<file path="config.mk">
export PLATFORM = sky130hd
export DESIGN_NAME = axil_apb_bridge
export DESIGN_NICKNAME = d
export VERILOG_FILES = /design/src/rtl/axil_apb_pkg.sv /design/src/rtl/axil_apb_addr_decode.sv /design/src/rtl/axil_apb_bridge.sv
export SDC_FILE = /design/constraint.sdc
export NUM_CORES = 1
export LEC_CHECK = 0
export ABC_AREA = 1
export ABC_CLOCK_PERIOD_IN_PS = 2600
export BUFFER_PORTS_ARGS = -buffer_cell sky130_fd_sc_hd__buf_4
export CAP_MARGIN = 30
export CORE_MARGIN = 2
export CORE_UTILIZATION = 30
export DETAILED_ROUTE_END_ITERATION = 6
export GPL_TIMING_DRIVEN = 1
export PLACE_DENSITY_LB_ADDON = 0.2
export SLEW_MARGIN = 20
export SYNTH_ARGS = -nofsm -noshare
export SYNTH_HDL_FRONTEND = slang
export SYNTH_HIERARCHICAL = 1
export SYNTH_SLANG_ARGS = --single-unit
</file>
<file path="constraint.sdc">
create_clock -name s_axi_clk -period 2.6 [get_ports s_axi_clk]
set_input_delay 0 -clock s_axi_clk [delete_from_list [all_inputs] [get_ports s_axi_clk]]
set_output_delay 0 -clock s_axi_clk [all_outputs]
set_load 0.03 [all_outputs]
</file>
<file path="src/rtl/axil_apb_pkg.sv">
// axil_apb_pkg: FSM state encoding and AXI response codes shared by the AXI4-Lite to APB bridge
package axil_apb_pkg;
  typedef enum logic [1:0] {IDLE, SETUP, ACCESS, RESP} state_t;
  localparam logic [1:0] RESP_OKAY   = 2'b00;
  localparam logic [1:0] RESP_SLVERR = 2'b10;
  localparam logic [1:0] RESP_DECERR = 2'b11;
endpackage

</file>
<file path="src/rtl/axil_apb_addr_decode.sv">
// axil_apb_addr_decode: combinational region decode, lowest matching slave index wins
//   addr      in   address to decode
//   base/mask in   packed per-slave region base and mask, slave 0 in the LSBs
//   sel       out  one-hot slave select (all zero on a miss)
//   hit       out  some slave matched
module axil_apb_addr_decode #(
  parameter int NUM_SLAVES = 4,
  parameter int ADDR_W     = 32
) (
  input  logic [ADDR_W-1:0]            addr,
  input  logic [NUM_SLAVES*ADDR_W-1:0] base,
  input  logic [NUM_SLAVES*ADDR_W-1:0] mask,
  output logic [NUM_SLAVES-1:0]        sel,
  output logic                         hit
);
  // Scan from the top so a lower-index match overwrites a higher one
  always_comb begin
    sel = '0;
    for (int i = NUM_SLAVES - 1; i >= 0; i--)
      if ((addr & mask[i*ADDR_W +: ADDR_W]) == base[i*ADDR_W +: ADDR_W]) begin
        sel    = '0;
        sel[i] = 1'b1;
      end
  end
  assign hit = |sel;
endmodule

</file>
<file path="src/rtl/axil_apb_bridge.sv">
// axil_apb_bridge: AXI4-Lite slave to APB4 master bridge, one transaction at a time
//   s_axi_*  AXI4-Lite slave (AW/W/B/AR/R channels), clocked by s_axi_clk, async active-low s_axi_aresetn
//   m_apb_*  APB4 master: shared request, one-hot psel, per-slave pready/pslverr/prdata
//   Unmapped addresses get DECERR without an APB cycle; a stalled slave gets SLVERR after TIMEOUT ACCESS cycles.
module axil_apb_bridge
  import axil_apb_pkg::*;
#(
  parameter int NUM_SLAVES = 4,
  parameter int ADDR_W     = 32,
  parameter int DATA_W     = 32,
  parameter logic [NUM_SLAVES*ADDR_W-1:0] SLV_BASE = {32'h3000, 32'h2000, 32'h1000, 32'h0000},
  parameter logic [NUM_SLAVES*ADDR_W-1:0] SLV_MASK = {NUM_SLAVES{32'hFFFFF000}},
  parameter int TIMEOUT    = 16
) (
  input  logic                         s_axi_clk,
  input  logic                         s_axi_aresetn,
  input  logic [ADDR_W-1:0]            s_axi_awaddr,
  input  logic [2:0]                   s_axi_awprot,
  input  logic                         s_axi_awvalid,
  output logic                         s_axi_awready,
  input  logic [DATA_W-1:0]            s_axi_wdata,
  input  logic [DATA_W/8-1:0]          s_axi_wstrb,
  input  logic                         s_axi_wvalid,
  output logic                         s_axi_wready,
  output logic [1:0]                   s_axi_bresp,
  output logic                         s_axi_bvalid,
  input  logic                         s_axi_bready,
  input  logic [ADDR_W-1:0]            s_axi_araddr,
  input  logic [2:0]                   s_axi_arprot,
  input  logic                         s_axi_arvalid,
  output logic                         s_axi_arready,
  output logic [DATA_W-1:0]            s_axi_rdata,
  output logic [1:0]                   s_axi_rresp,
  output logic                         s_axi_rvalid,
  input  logic                         s_axi_rready,
  output logic [ADDR_W-1:0]            m_apb_paddr,
  output logic [2:0]                   m_apb_pprot,
  output logic                         m_apb_pwrite,
  output logic [DATA_W-1:0]            m_apb_pwdata,
  output logic [DATA_W/8-1:0]          m_apb_pstrb,
  output logic [NUM_SLAVES-1:0]        m_apb_psel,
  output logic                         m_apb_penable,
  input  logic [NUM_SLAVES-1:0]        m_apb_pready,
  input  logic [NUM_SLAVES-1:0]        m_apb_pslverr,
  input  logic [NUM_SLAVES*DATA_W-1:0] m_apb_prdata
);
  localparam int CW = TIMEOUT > 0 ? $clog2(TIMEOUT + 1) : 1;
  state_t                state;
  logic                  last_wr;
  logic [CW-1:0]         cnt;
  logic [1:0]            resp;
  logic [ADDR_W-1:0]     addr_in;
  logic [NUM_SLAVES-1:0] sel;
  logic                  hit;
  logic                  wr_ok;
  logic                  pick_wr;
  logic                  rdy;
  logic                  err;
  logic [DATA_W-1:0]     prd;
  // Address being granted: ready is registered, so it also tells which channel is in handshake
  assign addr_in = s_axi_awready ? s_axi_awaddr : s_axi_araddr;
  assign wr_ok   = s_axi_awvalid && s_axi_wvalid;
  // Reads win unless a read is absent or the previous grant went to a read
  assign pick_wr = wr_ok && (!s_axi_arvalid || !last_wr);
  // psel is zero outside SETUP/ACCESS, so masking with it ignores unselected slaves
  assign rdy     = |(m_apb_pready & m_apb_psel);
  assign err     = |(m_apb_pslverr & m_apb_psel);
  assign s_axi_bresp = resp;
  assign s_axi_rresp = resp;
  always_comb begin
    prd = '0;
    for (int i = 0; i < NUM_SLAVES; i++)
      prd = prd | (m_apb_psel[i] ? m_apb_prdata[i*DATA_W +: DATA_W] : '0);
  end
  axil_apb_addr_decode #(.NUM_SLAVES(NUM_SLAVES), .ADDR_W(ADDR_W)) u_decode (
    .addr(addr_in),
    .base(SLV_BASE),
    .mask(SLV_MASK),
    .sel (sel),
    .hit (hit)
  );
  always_ff @(posedge s_axi_clk or negedge s_axi_aresetn) begin
    if (!s_axi_aresetn) begin
      state         <= IDLE;
      last_wr       <= 1'b1;
      cnt           <= '0;
      resp          <= RESP_OKAY;
      s_axi_awready <= 1'b0;
      s_axi_wready  <= 1'b0;
      s_axi_arready <= 1'b0;
      s_axi_bvalid  <= 1'b0;
      s_axi_rvalid  <= 1'b0;
      s_axi_rdata   <= '0;
      m_apb_paddr   <= '0;
      m_apb_pprot   <= '0;
      m_apb_pwrite  <= 1'b0;
      m_apb_pwdata  <= '0;
      m_apb_pstrb   <= '0;
      m_apb_psel    <= '0;
      m_apb_penable <= 1'b0;
    end else begin
      case (state)
        IDLE:
          if (s_axi_awready || s_axi_arready) begin
            s_axi_awready <= 1'b0;
            s_axi_wready  <= 1'b0;
            s_axi_arready <= 1'b0;
            m_apb_paddr   <= addr_in;
            m_apb_pwrite  <= s_axi_awready;
            m_apb_pprot   <= s_axi_awready ? s_axi_awprot : s_axi_arprot;
            m_apb_pstrb   <= s_axi_awready ? s_axi_wstrb : '0;
            if (s_axi_awready) m_apb_pwdata <= s_axi_wdata;
            if (hit) begin
              m_apb_psel <= sel;
              state      <= SETUP;
            end else begin
              resp         <= RESP_DECERR;
              s_axi_rdata  <= '0;
              s_axi_bvalid <= s_axi_awready;
              s_axi_rvalid <= !s_axi_awready;
              state        <= RESP;
            end
          end else if (wr_ok || s_axi_arvalid) begin
            s_axi_awready <= pick_wr;
            s_axi_wready  <= pick_wr;
            s_axi_arready <= !pick_wr;
            last_wr       <= pick_wr;
          end
        SETUP: begin
          m_apb_penable <= 1'b1;
          cnt           <= CW'(TIMEOUT);
          state         <= ACCESS;
        end
        ACCESS:
          if (rdy || (TIMEOUT > 0 && cnt == CW'(1))) begin
            // pready is checked first so a completion on the expiring cycle still counts
            resp          <= rdy ? (err ? RESP_SLVERR : RESP_OKAY) : RESP_SLVERR;
            s_axi_rdata   <= (rdy && !m_apb_pwrite) ? prd : '0;
            s_axi_bvalid  <= m_apb_pwrite;
            s_axi_rvalid  <= !m_apb_pwrite;
            m_apb_psel    <= '0;
            m_apb_penable <= 1'b0;
            state         <= RESP;
          end else begin
            cnt <= cnt - CW'(1);
          end
        default:
          if ((s_axi_bvalid && s_axi_bready) || (s_axi_rvalid && s_axi_rready)) begin
            s_axi_bvalid <= 1'b0;
            s_axi_rvalid <= 1'b0;
            state        <= IDLE;
          end
      endcase
    end
  end
endmodule
</file>
==> flow_metrics.env <==
export IMPL_critPathRequiredTime_ns=2.92
export IMPL_rr_startpoint="state[1]"
export IMPL_setup_viol=0
export IMPL_fin_crit_ns=2.47
export IMPL_vias=12600
export IMPL_reg2reg_to="m_apb_paddr[11]"
export IMPL_cts_root_buf="clkbuf_16"
export IMPL_ff_latch_area_mm2=0.00308
export IMPL_fin_nets=2927
export IMPL_maxSlewViolCount=0
export IMPL_status="finished, final reports clean"
export IMPL_synth_seq_area_share=0.309
export IMPL_fp_dieW_um=186
export IMPL_wl_per_cell_um=12.2
export IMPL_maxCapViolCount=0
export IMPL_grt_overflow_total=0
export IMPL_power_density_mw_per_mm2=316
export IMPL_dr_pass1_iters=5
export IMPL_pwr_share_clk=0.440
export IMPL_synthCells=1666
export IMPL_tightest_slew_ns=0.750
export IMPL_min_to="s_axi_rdata[31]"
export IMPL_cp_end_kind="flop"
export IMPL_clock_path_buffers=2
export IMPL_die_h_um=186
export IMPL_ys_warn_count=6
export IMPL_drt_iter0_drc=438
export IMPL_track_usage=0.207
export IMPL_ys_seq_elements=123
export IMPL_intPower_mw=3.92
export IMPL_io_buffers=366
export IMPL_combPwrFrac=0.213
export IMPL_stdcell_area_mm2=0.0178
export IMPL_grt_pass1_wl_mm=55.9
export IMPL_htree_num_levels=4
export IMPL_cp_start_kind="flop"
export IMPL_rsz0062_at_grt="yes"
export IMPL_hold_class="primary input to flop"
export IMPL_area_delta_synth_final_pct=79.0
export IMPL_timing_worst_setup_path_type="flop to flop"
export IMPL_place_ws_ns=-0.0231
export IMPL_r2r_slack_ns=0.13
export IMPL_dieArea_mm2=0.0347
export IMPL_io_pins=367
export IMPL_switching_share=0.304
export IMPL_avgSynthCellArea_um2=5.98
export IMPL_p_seq_frac=0.347
export IMPL_p_leak_nw=9.52
export IMPL_layout_drive_gt1_share=0.221
export IMPL_synthesis_area_mm2=0.00996
export IMPL_clock_sinks=123
export IMPL_finalWorstSetupSlack_ns=0.131
export IMPL_antenna_found_initial=2
export IMPL_clk_latency_ns=0.43
export IMPL_routed_via_density=4.04
export IMPL_dp_hpwl_mm=27.4
export IMPL_cp_arrival_ns=2.79
export IMPL_coreArea_mm2=0.0326
export IMPL_timing_hold_worst_path_depth=5
export IMPL_worstPathMaxFanout=36
export IMPL_cts_buffers=17
export IMPL_peakVddDrop_v=0.000429
export IMPL_fmax_mhz=405
export IMPL_cpPeakStageDelay_ns=0.58
export IMPL_remaining_drc_errors=0
export IMPL_place_gp_congestion=0.796
export IMPL_grt_pass1_vias=11700
export IMPL_multi_input_area_mm2=0.00819
export IMPL_cts_tree="built"
export IMPL_placed_area_mm2=0.0150
export IMPL_p_sw_mw=1.71
export IMPL_slew_headroom=0.495
export IMPL_whs_ns=0.0263
export IMPL_r2r_cells=9
export IMPL_cp_cell_sequence="inv_1 > ha_1 > buf_6 > inv_1 > a21oi_4 > buf_12 > clkbuf_16 > a31oi_1 > dlygate4sd3_1"
export IMPL_finalHoldViolCount=0
export IMPL_ant_nets=0
export IMPL_ys_types=34
export IMPL_cp_slowest_cell="dlygate4sd3_1"
export IMPL_initial_core_util=0.305
export IMPL_cts_reportedPaths_clkPinSlew_ns=0.07
export IMPL_finClkSkew_ns=0.0147
export IMPL_grt_max_degree=73
export IMPL_placementRows=66
export IMPL_fillers=3146
export IMPL_finalCritPeriodShare=0.950
export IMPL_crit_path_frequent_cell="inv_1"
export IMPL_wl_mm=38.0
export IMPL_min_from="m_apb_prdata[127]"
layer usage:
| metal | vias to the layer above | global-route usage | wire length (um) |
|---|---|---|---|
| li1 | 6729 | - | - |
| met1 | 5563 | 0.208 | 14600 |
| met2 | 293 | 0.416 | 20200 |
| met3 | 42 | 0.0395 | 2060 |
| met4 | 0 | 0.0816 | 1200 |
| met5 | - | 0 | 0 |
layout by cell type (no fill, tap or decap), types with 24 or more instances in the layout:
cell	count
buf_4	394
nand2_4	24
dlygate4sd3_1	144
dfrtp_1	121
inv_1	149
nand2_1	701
conb_1	500
nor2_1	154
a21oi_1	37
a31oi_1	35
nand3b_1	33
nand3_1	158
nand2_2	59
cell usage after synthesis:
library cell    n  area (um2)
clkinv_1        1        3.75
o32ai_1         1        8.76
conb_1          2        7.51
dfrtp_1       122        3050
o22ai_1         3        18.8
a21oi_1        38         190
o21ai_0        15        75.1
inv_1         151         567
inv_2           3        11.3
nor2_1        170         638
and2_1          1        6.26
nand2_2         3        18.8
dfstp_2         1        26.3
nand3b_1       33         248
buf_4          19         143
nor2_8          1        20.0
buf_2          33         165
nor2_4          2        22.5
ha_1            6        75.1
clkbuf_1       14        52.6
a21oi_2         2        17.5
buf_6           5        56.3
nand4_1        15        93.8
nor3_1          1        5.00
xor2_1          3        26.3
xnor2_1         4        35.0
nand3_1       162         811
nand2_1       782        2940
a31oi_1        35         219
nor2_2          4        25.0
nand2_4         1        11.3
nand3_2         1        10.0
mux2_2         22         248
mux2_1         10         113
final cells by class:
cell class	instances	share of cell area
Antenna cell	2	0.000281
Clock buffer	17	0.0239
Clock inverter	15	0.00976
Inverter	155	0.0329
Multi-Input combinational cell	1815	0.460
Sequential cell	123	0.173
Tap cell	442	0.0310
Timing Repair Buffer	560	0.270
logic make-up (layout without fill, tap and decap cells):
family / after synthesis / after routing / share of synthesized area
simple gates: 1176 / 1176 / 0.487
buf+inv: 226 / 747 / 0.100
flops: 123 / 123 / 0.309
compound gates: 94 / 94 / 0.0532
mux: 32 / 32 / 0.0362
xor+xnor: 7 / 7 / 0.00616
fa+ha+maj: 6 / 6 / 0.00754
other cells: 2 / 502 / 0.000754
metrics by stage:
| stage | instances | utilization | power, mW | TNS (ns) |
|---|---|---|---|---|
| CTS | 3105 | 0.524 | 5.62 | 0 |
| global placement | 2929 | 0.461 | 2.95 | 0 |
| finish | 3129 | 0.546 | 5.62 | 0 |
| global route | 3129 | 0.546 | 5.95 | -1.41 |
| detailed placement | 2929 | 0.461 | 2.97 | -0.364 |
| floorplan | 2164 | - | 2.54 | 0 |
flip-flops by register name, summed over array words and instances, names as in the netlist:
name           cells
s_axi_arready      1
m_apb_paddr       32
state              2
m_apb_psel         4
cnt                5
m_apb_pprot        3
m_apb_pwrite       1
m_apb_penable      1
last_wr            1
s_axi_bresp        2
s_axi_bvalid       1
m_apb_pstrb        4
s_axi_rdata       32
s_axi_wready       1
s_axi_rvalid       1
m_apb_pwdata      32
power groups by stage:
stage / Clock [mW] / Sequential [mW] / Combinational [mW]
2_1_floorplan: 0 / 2.04 / 0.501
3_3_place_gp: 0 / 1.99 / 0.968
3_5_place_dp: 0 / 1.99 / 0.979
4_1_cts: 2.55 / 1.95 / 1.12
5_1_grt: 2.63 / 1.95 / 1.37
6_report: 2.47 / 1.95 / 1.20
worst max-delay path, delay by kind of cell (launching register included):
family | cells | cell delay (ns)
AOI/OAI and AO/OA | 2 | 0.33
adders and majority gates | 1 | 0.22
buffers and inverters | 6 | 1.35
DFF | 1 | 0.44
worst max path at each step:
stage	start	cells after the start	slack (ns)	to
after floorplan	s_axi_wready	21	0.01	m_apb_psel[3]
after global placement	s_axi_wready	20	0.006	m_apb_psel[0]
after detailed placement	s_axi_wready	18	-0.02	m_apb_psel[2]
after CTS	s_axi_wready	19	0.003	m_apb_psel[2]
after global routing	s_axi_wready	20	-0.06	s_axi_rdata[14]
final	state[1]	9	0.13	m_apb_paddr[11]
repair_timing:
| action | in CTS | in global routing |
|---|---|---|
| resized for setup | 6 | 137 |
| setup buffers | 0 | 17 |
| gates cloned | 0 | 5 |
| pin swaps | 0 | 31 |
| endpoints found under the setup margin | 38 | 73 |
| hold endpoints to repair | 183 | 0 |
| hold buffers | 144 | 0 |
No activity file was read; power rests on OpenSTA's default activity.
